--- config.mk ---
export PLATFORM = sky130hd
export DESIGN_NAME = rst_seq_ctrl
export DESIGN_NICKNAME = d
export VERILOG_FILES = /design/src/rtl/rst_seq_ctrl.sv
export SDC_FILE = /design/constraint.sdc
export NUM_CORES = 1
export LEC_CHECK = 0
export BUFFER_PORTS_ARGS = -buffer_cell sky130_fd_sc_hd__buf_2
export CORE_AREA = 2 2 51 77
export CTS_CLUSTER_SIZE = 28
export DETAILED_ROUTE_END_ITERATION = 8
export DIE_AREA = 0 0 53 79
export PLACE_DENSITY = 0.73
export SETUP_SLACK_MARGIN = 0.3
export SLEW_MARGIN = 20
export SYNTH_ARGS = -nofsm -noshare
export SYNTH_HDL_FRONTEND = slang
export SYNTH_SLANG_ARGS = --single-unit
--- constraint.sdc ---
create_clock -name i_clk -period 2.9 [get_ports i_clk]
set_input_delay 0.435 -clock i_clk [delete_from_list [all_inputs] [get_ports i_clk]]
set_output_delay 0.435 -clock i_clk [all_outputs]
set_load 0.05 [all_outputs]
--- src/rtl/rst_seq_ctrl.sv ---
// -----------------------------------------------------------------------------
// rst_seq_ctrl
//
// Staged reset sequencer for the capture card. It sits between the board-level
// reset and the per-domain reset inputs. The domains are clocking, memory
// interface, link and capture datapath. They are released one at a time in
// ascending order. Each released stage must report ready within P_TIMEOUT
// cycles before the next stage is released. A stage that misses its window
// restarts the whole sequence. After P_RETRY such restarts the block latches a
// fault and waits for a soft or board reset.
//
// Ports:
//   i_clk        system clock
//   i_rst_n      asynchronous active-low reset
//   i_soft_rst   synchronous active-high restart request
//   i_ready      per-stage ready/lock, asynchronous to i_clk
//   o_rst        per-stage reset, active-high
//   o_done       all stages released and ready
//   o_fault      retries exhausted, sequence halted
//   o_stage      current stage index; P_STAGES in DONE (3 bits, so
//                P_STAGES=8 reads back as 0 in DONE)
//   o_retry_cnt  timeouts taken in the current sequence
//
// Every output is driven directly by a flop, so there is no combinational
// path from any input to any output.
// -----------------------------------------------------------------------------
module rst_seq_ctrl #(
  parameter int P_STAGES     = 3,
  parameter int P_HOLD_CYCLE = 16,
  parameter int P_GAP_CYCLE  = 8,
  parameter int P_TIMEOUT    = 1000,
  parameter int P_RETRY      = 2
) (
  input  logic                i_clk,
  input  logic                i_rst_n,
  input  logic                i_soft_rst,
  input  logic [P_STAGES-1:0] i_ready,
  output logic [P_STAGES-1:0] o_rst,
  output logic                o_done,
  output logic                o_fault,
  output logic [2:0]          o_stage,
  output logic [3:0]          o_retry_cnt
);

  typedef enum logic [2:0] {
    S_HOLD,
    S_WAIT,
    S_GAP,
    S_DONE,
    S_FAULT
  } state_t;

  localparam logic [15:0] HOLD_LAST  = 16'(P_HOLD_CYCLE - 1);
  localparam logic [15:0] GAP_LAST   = 16'((P_GAP_CYCLE > 0) ? (P_GAP_CYCLE - 1) : 0);
  localparam logic [15:0] TMO_LAST   = 16'(P_TIMEOUT - 1);
  localparam logic [2:0]  LAST_STAGE = 3'(P_STAGES - 1);
  localparam logic [2:0]  STAGE_DONE = 3'(P_STAGES);
  localparam logic [3:0]  RETRY_MAX  = 4'(P_RETRY);
  localparam bit          NO_GAP     = (P_GAP_CYCLE == 0);

  state_t              state;
  state_t              state_nx;
  logic [2:0]          stage;
  logic [2:0]          stage_nx;
  logic [15:0]         cnt;
  logic [15:0]         cnt_nx;
  logic [3:0]          retry;
  logic [3:0]          retry_nx;
  logic [P_STAGES-1:0] rdy_meta;
  logic [P_STAGES-1:0] rdy_s;
  logic [P_STAGES-1:0] rst_nx;
  logic                rdy_cur;
  logic                cnt_clr;
  logic                advance;
  logic                stage_fail;

  // Ready bits come from other clock domains (PLL lock, PHY ready, ...).
  // They are double-flopped before any decision looks at them.
  always_ff @(posedge i_clk or negedge i_rst_n) begin
    if (!i_rst_n) begin
      rdy_meta <= '0;
      rdy_s    <= '0;
    end else begin
      rdy_meta <= i_ready;
      rdy_s    <= rdy_meta;
    end
  end

  // This is the synchronised ready of the stage currently being brought up.
  // A loop compare is used here instead of a variable index, so the mux stays
  // in range for every P_STAGES value.
  always_comb begin
    rdy_cur = 1'b0;
    for (int i = 0; i < P_STAGES; i++) begin
      if (i == int'(stage)) rdy_cur = rdy_s[i];
    end
  end

  // Next-state logic. Each state only raises the events "advance" (the stage
  // is settled, move on) or "stage_fail" (timeout, or ready lost during the
  // gap). The shared handling after the case statement then resolves those
  // events. Soft reset is applied last so that it overrides everything else
  // on the same edge.
  always_comb begin
    state_nx   = state;
    stage_nx   = stage;
    retry_nx   = retry;
    cnt_clr    = 1'b0;
    advance    = 1'b0;
    stage_fail = 1'b0;

    case (state)
      S_HOLD: begin
        if (cnt == HOLD_LAST) begin
          state_nx = S_WAIT;
          stage_nx = '0;
          cnt_clr  = 1'b1;
        end
      end
      S_WAIT: begin
        // If ready and timeout arrive on the same edge, ready is checked first.
        if (rdy_cur) begin
          if (NO_GAP) begin
            advance = 1'b1;
          end else begin
            state_nx = S_GAP;
            cnt_clr  = 1'b1;
          end
        end else if (cnt == TMO_LAST) begin
          stage_fail = 1'b1;
        end
      end
      S_GAP: begin
        // A stage that loses ready while settling is treated as a timeout.
        // This takes priority over gap expiry on the same edge.
        if (!rdy_cur) begin
          stage_fail = 1'b1;
        end else if (cnt == GAP_LAST) begin
          advance = 1'b1;
        end
      end
      S_DONE: begin
        // A runtime loss of any domain restarts the whole sequence, and this
        // restart does not use up a retry.
        if (rdy_s != '1) begin
          state_nx = S_HOLD;
          stage_nx = '0;
          retry_nx = '0;
          cnt_clr  = 1'b1;
        end
      end
      S_FAULT: begin
      end
      default: begin
        state_nx = S_HOLD;
        stage_nx = '0;
        cnt_clr  = 1'b1;
      end
    endcase

    if (advance) begin
      cnt_clr = 1'b1;
      if (stage == LAST_STAGE) begin
        state_nx = S_DONE;
        stage_nx = STAGE_DONE;
      end else begin
        state_nx = S_WAIT;
        stage_nx = stage + 3'd1;
      end
    end

    if (stage_fail) begin
      cnt_clr = 1'b1;
      if (retry < RETRY_MAX) begin
        retry_nx = retry + 4'd1;
        state_nx = S_HOLD;
        stage_nx = '0;
      end else begin
        state_nx = S_FAULT;
      end
    end

    if (i_soft_rst) begin
      state_nx = S_HOLD;
      stage_nx = '0;
      retry_nx = '0;
      cnt_clr  = 1'b1;
    end
  end

  // The counter only runs in states that time something. It is held at zero
  // in DONE and FAULT, so it cannot wrap while the block is parked there.
  always_comb begin
    if (cnt_clr || (state == S_DONE) || (state == S_FAULT)) begin
      cnt_nx = '0;
    end else begin
      cnt_nx = cnt + 16'd1;
    end
  end

  // The reset pattern is decoded from the next state, so the registered
  // o_rst changes on the same edge as the state.
  // Stages 0..k are released in WAIT(k) and GAP(k); the later stages stay held.
  always_comb begin
    rst_nx = '1;
    case (state_nx)
      S_WAIT, S_GAP: begin
        for (int i = 0; i < P_STAGES; i++) begin
          rst_nx[i] = (i > int'(stage_nx));
        end
      end
      S_DONE:  rst_nx = '0;
      default: rst_nx = '1;
    endcase
  end

  always_ff @(posedge i_clk or negedge i_rst_n) begin
    if (!i_rst_n) begin
      state   <= S_HOLD;
      stage   <= '0;
      cnt     <= '0;
      retry   <= '0;
      o_rst   <= '1;
      o_done  <= 1'b0;
      o_fault <= 1'b0;
    end else begin
      state   <= state_nx;
      stage   <= stage_nx;
      cnt     <= cnt_nx;
      retry   <= retry_nx;
      o_rst   <= rst_nx;
      o_done  <= (state_nx == S_DONE);
      o_fault <= (state_nx == S_FAULT);
    end
  end

  assign o_stage     = stage;
  assign o_retry_cnt = retry;

endmodule

## Word-level counts from Yosys, hierarchy flattened

Cells that the tools add are included.

| operators by class | value |
|---|---|
| reduce and logical (&&, ||, !) cells | 7 |
| add/sub/neg operators | 3 |
| mux-type cells | 41 |
| multiply operators | 0 |
| shift operators | 0 |
| magnitude comparators | 3 |
| div/mod/pow operators | 0 |
| equality and inequality tests | 15 |
| bitwise logic cells | 0 |

Operators by type and width:

| kind | number |
|---|---|
| $mux W3 | 14 |
| $mux W4 | 5 |
| $add A16 B1 Y16 const B | 1 |
| $eq A16 B10 Y1 const B | 1 |
| $eq A16 B3 Y1 const B | 1 |
| $eq A16 B4 Y1 const B | 1 |
| $mux W16 | 1 |
| $eq A3 B2 Y1 const B | 5 |
| $mux W1 | 15 |
| $pmux W3 S4 | 1 |
| $pmux W3 S3 | 1 |
| $eq A3 B1 Y1 const B | 2 |
| $eq A3 B3 Y1 const B | 2 |
| $logic_not A3 Y1 | 2 |
| $pmux W3 S2 | 1 |
| $add A4 B1 Y4 const B | 1 |
| $lt A4 B2 Y1 const B | 1 |
| $pmux W1 S4 | 1 |
| $reduce_or A2 Y1 | 2 |
| $add A3 B1 Y3 const B | 1 |
| $eq A2 B3 Y1 const A | 1 |
| $eq A3 B3 Y1 const A | 1 |
| $gt A1 B3 Y1 const A | 1 |
| $gt A2 B3 Y1 const A | 1 |
| 5 further kinds | 6 |

| word-level totals | value |
|---|---|
| bits of input ports | 6 |
| bits in read-only memories | 0 |
| memory bits (writable) | 0 |
| word-level logic and storage cells | 78 |
| register bits after elaboration | 37 |
| output and inout port bits | 12 |
| memories kept | 0 |
| bits in latches | 0 |

## Longest topological paths before layout

Gate-level depths: netlist (run 1).

| logic depth | value |
|---|---|
| depth in word-level cells | 12 |
| mapped depth | 11 |
| depth with buffers taken out | 9 |

## Worst setup path before layout (run 1)

OpenSTA, ideal clock, no wires.

| path | value |
|---|---|
| kind | register to register |
| from | register stage[0] (netlist: o_stage[0]) |
| to | register retry[0] (netlist: o_retry_cnt[0]) |
| buffers on the path | 0 |
| setup slack | 200 ps |
| setup time | 71 ps |
| required time | 2829 ps |
| period minus slack after synthesis | 2700 ps |
| stages on the path, launching flop included | 9 |
| arrival | 2629 ps |
| cell sequence | dfrtp_1 -> inv_1 -> ha_1 -> a21oi_1 -> a211oi_2 -> a2111o_1 -> nor4_1 -> mux2_2 -> nor2_1 |

| on the way | value |
|---|---|
| cells in the longest elaborated chain, start to end | 8 |
| elaborated cells on any way between the ends | 11 |
| those cells by class | eq/ne (2); mux (8); reduce/logical (1) |

Ends and longest elaborated chain:

| item | line | source |
|---|---|---|
| start: declaration | 63 | `logic [2:0] stage;` |
| start signal: assignment | 228 | `stage <= stage_nx;` |
| $logic_not A3 Y1 | 95 | `if (i == int'(stage)) rdy_cur = rdy_s[i];` |
| $mux W1 (2 in a row) | 95 |  |
| $mux W1 (*) | 95 |  |
| $mux W1, on equally long branches | 136, 122 |  |
| $pmux W1 S2 (*) | 112 | `case (state)` |
| $mux W4 (*) | 172 | `if (stage_fail) begin` |
| $mux W4 (*) | 183 | `if (i_soft_rst) begin` |
| via retry_nx[0] | 68 | `logic [3:0] retry_nx;` |
| end signal: assignment | 230 | `retry <= retry_nx;` |
| end: declaration | 67 | `logic [3:0] retry;` |

Mark *: on every way through the listed nets, which the timed path passes. The rest lies on a longest branch.

## Final worst setup path (run 1)

| path | value |
|---|---|
| from | register cnt[13] |
| to | register o_rst[1] |

| on the way | value |
|---|---|
| cells in the longest elaborated chain, start to end | 10 |
| elaborated cells on any way between the ends | 26 |
| those cells by class | order compare (1); eq/ne (6); mux (18); reduce/logical (1) |

Ends and longest elaborated chain:

| item | line | source |
|---|---|---|
| start: declaration | 65 | `logic [15:0] cnt;` |
| start signal: assignment | 229 | `cnt <= cnt_nx;` |
| $eq A16 B3 Y1 | 138 | `end else if (cnt == GAP_LAST) begin` |
| $mux W1 | 138 |  |
| $mux W1 | 136 | `if (!rdy_cur) begin` |
| $mux W1 | 112 |  |
| $mux W3 | 161 | `if (advance) begin` |
| $mux W3, on equally long branches | 174, 172 |  |
| $mux W3, on equally long branches | 172, 183 |  |
| $mux W3, or another cell as far along | 183 |  |
| $gt A1 B3 Y1 or $reduce_or A2 Y1 (tied branches) | 209, 206 |  |
| $pmux W3 S2 (*) | 206 | `case (state_nx)` |
| via rst_nx[1] | 71 | `logic [P_STAGES-1:0] rst_nx;` |
| end signal: assignment | 231 | `o_rst <= rst_nx;` |
| end: declaration | 38 | `output logic [P_STAGES-1:0] o_rst,` |

Marks and branches as above.

==> flow_metrics.tcl, run 1 <==
set metrics [dict create \
    ios 18 \
    clk_latency_ns 0.29 \
    r2r-end "o_rst[1]" \
    clock-sinks 37 \
    endpoint "o_rst[1]" \
    peakVddDrop_mv 0.395 \
    portBuffers 17 \
    finalCritPeriodShare_pct 85.2 \
    ctsHoldBuffers 0 \
    routedWlPerCell_um 15.3 \
    vias 1406 \
    ant_nets 0 \
    yosysSeqAreaShare_pct 49.2 \
    synth_fp_nets 194 \
    numCtsBuffers 5 \
    syn_to_final_growth_pct 14.2 \
    critical_path_depth 7 \
    synth_area_um2 1890 \
    synth_top_cells_by_area "dfrtp_1 (45%), nor2_1 (5.6%), dfstp_2 (4.2%)" \
    yosys.area.top_type "dfrtp_1" \
    ys_warn_count 0 \
    wl_mm 3.77 \
    met3_wirelength_um 121 \
    fin_area_um2 2160 \
    initial_utilization_pct 53.3 \
    synth_top_area_share_pct 45.0 \
    rsz0062_at_grt "false" \
    reg2reg_from "cnt[13]" \
    setup_viol 0 \
    syn_inst 182 \
    hold_path.class "in -> async" \
    finalPower_uw 906 \
    hpwl_mm 2.85 \
    grt_pass1_vias 1450 \
    vias_per_cell 5.69 \
    met1Wirelength_mm 1.47 \
    crit_start "cnt[13]" \
    grt_pass1_wl_mm 6.54 \
    cp_cell_sequence "nor4_4, nand4_1, a2111o_1, o41ai_4, o21bai_4, nand3_2, a22oi_2" \
    tns_ns 0 \
    fmax_mhz 405 \
    worstPathArrival_ns 2.69 \
    cts_root_buf "clkbuf_8" \
    htreeDepth 2 \
    num-nets-final 215 \
    first_iter_violations 26 \
    layout_commonest_cell "dfrtp_1" \
    critPathMaxFanout 5 \
    reg2reg_depth 7 \
    fp.dieH_um 79 \
    synth_cell_types 47 \
    min_period_ns 2.47 \
    clock_path_buffers 2 \
    placed_cell_area_um2 2010 \
    drt_pass1_iterations 4 \
    crit_buf_inv 0 \
    cp-end-kind "flip-flop" \
    power_density_nw_per_um2 420 \
    hold_viol 0 \
    cts_tree "done" \
    startpoint_type "flip-flop" \
    worst_path_dominant_cell_family "compound AO/OA/AOI/OAI gates" \
    reg2reg_slack_ns 0.43 \
    p_leak_nw 0.960 \
    dr_wl_met2_mm 2.08 \
    synth_edf_count 0 \
    worst_pin_slew_ns 0.788 \
    die_w_um 53 \
    clock_skew_ns 0.00505 \
    antenna_found_initial 0 \
    synth.ff_latch_count 37 \
    row_count 27 \
    async_flop_share_pct 100 \
    required_ns 3.12 \
    die_area_um2 4190 \
    outcome "finished, final reports clean" \
    drive_gt1_share_pct 25.5 \
    grt_start_max_net_pins 38 \
    post-route-drc-count 0 \
    ys.flop_type "dfrtp_1" \
    critPathKind "reg -> reg" \
    avgSynthCellArea_um2 10.4 \
    clkSlewWorstSetupHoldPaths_ns 0.07 \
    drv_cap 0 \
    final_core_util_pct 60.8 \
    final_cell_mix "dfrtp_1 (32), nor2_1 (28), buf_2 (17)" \
    highest_layer "met4" \
    grt.total_usage_pct 21.2 \
    hold_slack_ns 0.225 \
    grt_overflow 0 \
    worst_path_largest_cell_delay_ns 0.50 \
    maxSlewHeadroom_pct 47.5 \
    diodes 0 \
    core-area_um2 3550 \
    gp_congestion 0.911 \
    slowest_stage "a2111o_1" \
    drv_slew 0 \
]
-- flip-flops by register name (all words and copies together) (netlist names) --
signal and count:
o_stage 3, state 3, rdy_s 3, o_fault 1
cnt 16, o_done 1, o_retry_cnt 4, rdy_meta 3
o_rst 3
-- worst min path at each step --
stage                       end  slack (ns)  cells past startpoint
finish                   cnt[9]        0.22                      1
global route        rdy_meta[1]        0.24                      1
CTS                 rdy_meta[1]        0.24                      1
detailed placement     rdy_s[1]        0.34                      0
global placement       rdy_s[1]        0.33                      0
floorplan                cnt[0]        0.14                      0
-- through the flow --
stage | setup WS [ns] | std cells
floorplan | 0.374 | 182
global placement | 0.423 | 237
detailed placement | 0.287 | 237
CTS | 0.294 | 245
global route | 0.307 | 247
finish | 0.428 | 247
-- power breakdown --
group / switching (mW) / internal, mW
combinational: 0.0236 / 0.0126
sequential: 0.00517 / 0.524
clock: 0.175 / 0.166
total: 0.203 / 0.703
-- cell families after synthesis --
family          count (synthesis)  synth area share, %
xor+xnor                       14                 6.49
compound gates                 26                 12.0
flops                          37                 49.2
fa+ha+maj                       6                 3.97
buf+inv                        12                 2.65
mux                             4                 2.25
simple gates                   83                 23.4
-- synth_stat cells, types with 3 or more instances --
library cell  number
dfrtp_1           34
nor2_1            28
nand2_1           15
inv_1              7
xnor2_1            7
xor2_1             7
a21oi_1            6
ha_1               6
nand3_1            6
nor2b_1            5
nand4_1            4
nor3_1             4
and2_1             3
and3_1             3
buf_2              3
dfstp_2            3
-- area by class of cell --
| cell class | instances | area, µm² |
|---|---|---|
| Clock buffer | 6 | 72.6 |
| Clock inverter | 2 | 10.0 |
| Fill cell | 296 | 1390 |
| Inverter | 7 | 26.3 |
| Multi-Input combinational cell | 133 | 963 |
| Sequential cell | 37 | 932 |
| Tap cell | 43 | 53.8 |
| Timing Repair Buffer | 19 | 100 |
-- timing repair --
item | in CTS | in global routing
gates resized for setup | 1 | 11
pin swaps | 0 | 4
cloned | 0 | 0
setup endpoints to repair | 1 | 21
setup buffers | 0 | 2
-- layer usage --
metal | vias to the layer above | GRT usage (%)
li1 | 670 | -
met1 | 704 | 22.9
met2 | 23 | 38.0
met3 | 9 | 4.51
met4 | 0 | 10.0
met5 | - | 0
-- worst reg2reg max path: stages (launching register included) --
cell      delay, ns
dfrtp_1        0.45
nor4_4         0.35
nand4_1        0.12
a2111o_1       0.51
o41ai_4        0.48
o21bai_4       0.23
nand3_2        0.10
a22oi_2        0.18
(Power assumes the default switching activity.)
==> inputs of run 2 (changes only) <==
- REMOVE_ABC_BUFFERS: default -> 1
- SETUP_SLACK_MARGIN: 0.3 -> 0.15
- TNS_END_PERCENT: default -> 30
==> run 2 against run 1 <==
  * First-iteration DRC count up 42%
  * Register-to-register slack worse by 0.18 ns
  * Sequential share of layout area up 0.65 points
  * Critical endpoint is now o_retry_cnt[0]
  * Largest power group unchanged
==> flow_metrics.tcl, run 2 (synthesized netlist as in run 1, its figures left out) <==
set metrics [dict create \
    min_period_ns 2.65 \
    largest_reg_flops 16 \
    drt_pass1_iterations 4 \
    postCtsSetupBuffers 0 \
    power_density_nw_per_um2 469 \
    drv_cap 0 \
    worst_path_dominant_cell_family "compound AO/OA/AOI/OAI gates" \
    grt_overflow 0 \
    gp_congestion 0.904 \
    die_w_um 53 \
    final_cell_mix "dfrtp_1 (34), nor2_1 (28), buf_2 (17)" \
    worst_path_largest_cell_delay_ns 0.51 \
    cp-end-kind "flip-flop" \
    cts_resized 0 \
    post-route-drc-count 0 \
    vias 1374 \
    startpoint_type "flip-flop" \
    vias_per_cell 5.61 \
    largest_register "cnt" \
    cts_tree "done" \
    required_ns 3.12 \
    grt.total_usage_pct 20.3 \
    row_count 27 \
    grt_pass1_vias 1446 \
    worst_pin_slew_ns 0.782 \
    layout_commonest_cell "dfrtp_1" \
    clk_latency_ns 0.28 \
    crit_buf_inv 1 \
    critPathMaxFanout 6 \
    cp_cell_sequence "inv_1, ha_1, a21oi_1, a211oi_2, a2111o_1, nor4_1, mux2_2, nor2_1" \
    hold_path.class "in -> async" \
    die_area_um2 4190 \
    fill_cells 328 \
    portBuffers 17 \
    htreeDepth 2 \
    p_leak_nw 0.961 \
    core-area_um2 3550 \
    drive_gt1_share_pct 20.3 \
    syn_to_final_growth_pct 12.3 \
    setup_viol 0 \
    tns_ns 0 \
    finalCritPeriodShare_pct 91.5 \
    hpwl_mm 2.83 \
    fp.dieH_um 79 \
    peakVddDrop_mv 0.331 \
    diodes 0 \
    finalPower_uw 995 \
    num-nets-final 213 \
    wl_mm 3.62 \
    slowest_stage "a2111o_1" \
    drv_slew 0 \
    ios 18 \
    grt_pass1_wl_mm 6.29 \
    hold_slack_ns 0.227 \
    ant_nets 0 \
    first_iter_violations 37 \
    fmax_mhz 377 \
    rsz0062_at_grt "true" \
    clkSlewWorstSetupHoldPaths_ns 0.07 \
    ctsHoldBuffers 0 \
    critPathKind "reg -> reg" \
    clock_skew_ns 0.00613 \
    hold_viol 0 \
    antenna_found_initial 0 \
    routedWlPerCell_um 14.8 \
    grt_start_max_net_pins 38 \
    clock-sinks 37 \
    clock_path_buffers 2 \
    outcome "finished, final reports clean" \
    maxSlewHeadroom_pct 47.8 \
    worstPathArrival_ns 2.87 \
    initial_utilization_pct 53.3 \
    cts_root_buf "clkbuf_8" \
    numCtsBuffers 5 \
]
==> run 2: cell types whose count changed in the layout (fill, tap and decap cells not counted), sizes merged <==
cell    before  now
bufinv       0    1
clkinv       2    1
buf         19   17
==> run 2: path summary, 6_finish.rpt <==
check / cells past startpoint / startpoint / endpoint / slack, ns
max in group asynchronous: 1 / i_rst_n / cnt[0] / 2.18
worst min-delay path: 1 / i_rst_n / cnt[9] / 0.23
worst max register to register: 8 / o_stage[0] / o_retry_cnt[0] / 0.25
worst min register to register: 0 / rdy_meta[1] / rdy_s[1] / 0.35
worst max-delay path: 8 / o_stage[0] / o_retry_cnt[0] / 0.25
min in group i_clk: 1 / i_ready[0] / rdy_meta[0] / 0.25
==> run 2: power breakdown <==
part           internal (mW)  switching (mW)
registers              0.524         0.00441
clock network          0.258           0.175
logic                 0.0109          0.0228
total                  0.792           0.203
==> run 2: final cells by class <==
cell class                      instances  area [µm²]  share of cell area, %
Sequential cell                        37         930                   43.8
Multi-Input combinational cell        133         915                   43.1
Timing Repair Buffer                   17        85.1                   4.01
Clock buffer                            6        72.6                   3.42
Tap cell                               43        53.8                   2.54
Clock inverter                          2        38.8                   1.83
Inverter                                7        26.3                   1.24
==> run 2: layer usage <==
| metal | part of all wire (%) | routed length [µm] | track usage, % | vias up |
|---|---|---|---|---|
| li1 | - | - | - | 671 |
| met1 | 38 | 1370 | 22.2 | 662 |
| met2 | 56 | 2040 | 36.0 | 29 |
| met3 | 3.1 | 112 | 5.08 | 12 |
| met4 | 2.5 | 91 | 8.72 | 0 |
| met5 | 0 | 0 | 0 | - |
==> run 2: stage by stage <==
| stage | instance area (µm²) | setup slack (ns) | std cells | utilization, % |
|---|---|---|---|---|
| after floorplan | 1870 | 0.200 | 177 | - |
| after global placement | 2000 | 0.411 | 237 | 56.5 |
| after detailed placement | 2000 | 0.261 | 237 | 56.5 |
| after CTS | 2120 | 0.249 | 245 | 59.6 |
| after global routing | 2120 | 0.0735 | 245 | 59.8 |
| final | 2120 | 0.248 | 245 | 59.8 |
==> inputs of run 3 (changes only) <==
- ABC_AREA: default -> 1
- CORE_AREA: 2 2 51 77 -> 2 2 53 80
- DIE_AREA: 0 0 53 79 -> 0 0 55 82
- PLACE_DENSITY: 0.73 -> 0.72
==> run 3 against run 2 <==
  * Core utilization fell by 0.70 points
  * Synthesized area rose by 7.3%
  * Largest power group unchanged
  * Sequential cell count unchanged
  * Combinational power decreased by 2%
  * Via count grew 24%
  * Count of clock-buffer cells in the layout unchanged
  * Sequential share of layout area is 3.0 points lower
  * Cell area grew 7.4%
  * Setup slack better by 0.51 ns
  * Clock power is 7.2% higher
  * Synthesized cell count is 39% higher
==> flow_metrics.tcl, run 3 <==
set metrics [dict create \
    grt_start_max_net_pins 38 \
    worstPathArrival_ns 2.34 \
    layout_commonest_cell "nor2_1" \
    layout_setup_ws_ns 0.755 \
    maxSlewHeadroom_pct 45.2 \
    fin_cells 322 \
    grt.total_usage_pct 20.7 \
    r2r-end "cnt[10]" \
    diodes 0 \
    clock_path_buffers 2 \
    clkSlewWorstSetupHoldPaths_ns 0.07 \
    async_flop_share_pct 100 \
    rsz0062_at_grt "false" \
    first_iter_violations 26 \
    num-nets-final 288 \
    reg2reg_slack_ns 0.75 \
    routedWlPerCell_um 12.7 \
    initial_utilization_pct 52.6 \
    multi_input_area_um2 955 \
    drt_pass1_iterations 4 \
    clock_skew_ns 0.00767 \
    grt_pass1_wl_mm 6.64 \
    antenna_found_initial 0 \
    hold_viol 0 \
    synth_area_um2 2030 \
    gp_congestion 0.889 \
    critPathMaxFanout 16 \
    avgSynthCellArea_um2 8.01 \
    grt_pass1_vias 1674 \
    cts_resized 0 \
    cts_root_buf "clkbuf_8" \
    vias 1709 \
    fin_area_um2 2280 \
    core-area_um2 3850 \
    p_leak_nw 1.08 \
    clk_latency_ns 0.29 \
    largest_reg_flops 16 \
    largest_register "cnt" \
    highest_layer "met4" \
    outcome "finished, final reports clean" \
    power_density_nw_per_um2 450 \
    synth.ff_latch_count 37 \
    fmax_mhz 466 \
    fill_cells 379 \
    ios 18 \
    place_ws_ns 0.759 \
    syn_inst 253 \
    tns_ns 0 \
    yosysSeqAreaShare_pct 45.9 \
    ys.flop_type "dfrtp_1" \
    crit_start "o_stage[0]" \
    drv_slew 0 \
    post-route-drc-count 0 \
    reg2reg_depth 9 \
    final_cell_mix "nor2_1 (48), nand2_1 (43), dfrtp_1 (34)" \
    die_area_um2 4510 \
    synth_cell_types 29 \
    ant_nets 0 \
    yosysMostFrequentCell "nor2_1" \
    peakVddDrop_mv 0.309 \
    hpwl_mm 3.11 \
    htreeDepth 2 \
    dr_wl_met2_mm 2.25 \
    syn_to_final_growth_pct 12.3 \
    critPathKind "reg -> reg" \
    ctsHoldBuffers 0 \
    clock-sinks 37 \
    vias_per_cell 5.31 \
    synth_top_area_share_pct 42.0 \
    min_period_ns 2.15 \
    drv_cap 0 \
    met1Wirelength_mm 1.57 \
    cp-end-kind "flip-flop" \
    cts_tree "done" \
    final-seq-area_um2 930 \
    required_ns 3.10 \
    numCtsBuffers 5 \
    reg2reg_from "o_stage[0]" \
    drive_gt1_share_pct 17.7 \
    setup_viol 0 \
    ys_warn_count 0 \
    yosys-top-cells-count "nor2_1 (48), nand2_1 (43), dfrtp_1 (34)" \
    finalCritPeriodShare_pct 74.0 \
    placed_cell_area_um2 2160 \
    yosys.area.top_type "dfrtp_1" \
    startpoint_type "flip-flop" \
    wl_mm 4.10 \
    placed_cells 314 \
    row_count 28 \
    grt_overflow 0 \
    postCtsSetupBuffers 0 \
    die_w_um 55 \
    synth_top_cells_by_area "dfrtp_1 (42%), nor2_1 (8.9%), nand2_1 (8.0%)" \
    fp.dieH_um 82 \
    hold_path.class "in -> async" \
    worst_pin_slew_ns 0.821 \
    portBuffers 17 \
    met3_wirelength_um 115 \
    synth_edf_count 0 \
]
## run 3: cell count changes after synthesis, moves of 5 or more
cell / delta
nand2_1: +28
inv_1: +25
nor2_1: +20
nand3_1: +16
xnor2_1: -6
nor2b_1: -5
## run 3: per-layer routing
layer,vias up,GRT usage (%)
met3,13,4.36
li1,868,-
met2,31,37.9
met4,0,13.9
met1,797,19.5
met5,-,0
## run 3: critical path: stages (launching register included)
cell	delay (ns)
dfrtp_1	0.48
inv_1	0.12
ha_1	0.23
inv_1	0.10
nor2_1	0.05
nor2_1	0.11
nand2_2	0.14
a21oi_2	0.22
nand3_2	0.33
nor3b_1	0.28
## run 3: worst max path at each step
stage                    to  cells past startpoint
floorplan           cnt[10]                      9
global placement     cnt[5]                      9
detailed placement  cnt[10]                      9
CTS                 cnt[10]                      9
global route        cnt[10]                      9
finish              cnt[10]                      9
## run 3: logic make-up (layout without fill, tap and decap cells)
| kind of cell | count (synthesis) | after routing | synth area share, % |
|---|---|---|---|
| AOI/OAI and AO/OA | 20 | 20 | 5.68 |
| xor gates and xnor gates | 5 | 5 | 2.16 |
| adders and majority gates | 6 | 6 | 3.70 |
| buffers and inverters | 36 | 60 | 7.04 |
| DFF | 37 | 37 | 45.9 |
| and+or+nand+nor | 149 | 149 | 35.6 |
## run 3: metrics by stage
stage               power [mW]  utilization (%)  hold WS (ns)
CTS                       1.04             59.1         0.237
floorplan                0.552                -         0.139
global route              1.07             59.1         0.242
detailed placement       0.572             56.0         0.341
finish                    1.02             59.1         0.238
global placement         0.571             56.0         0.334
## run 3: layout make-up
type	count	area share (%)
sequential	37	40.8
tap	45	2.47
inverter	35	5.77
multi-input combinational	180	41.9
clock inverter	2	1.65
timing repair buffer	17	3.74
clock buffer	6	3.63
## run 3: where the power goes
group / internal [mW] / switching, mW
Combinational: 0.00779 / 0.0254
Clock: 0.280 / 0.184
Sequential: 0.523 / 0.00429
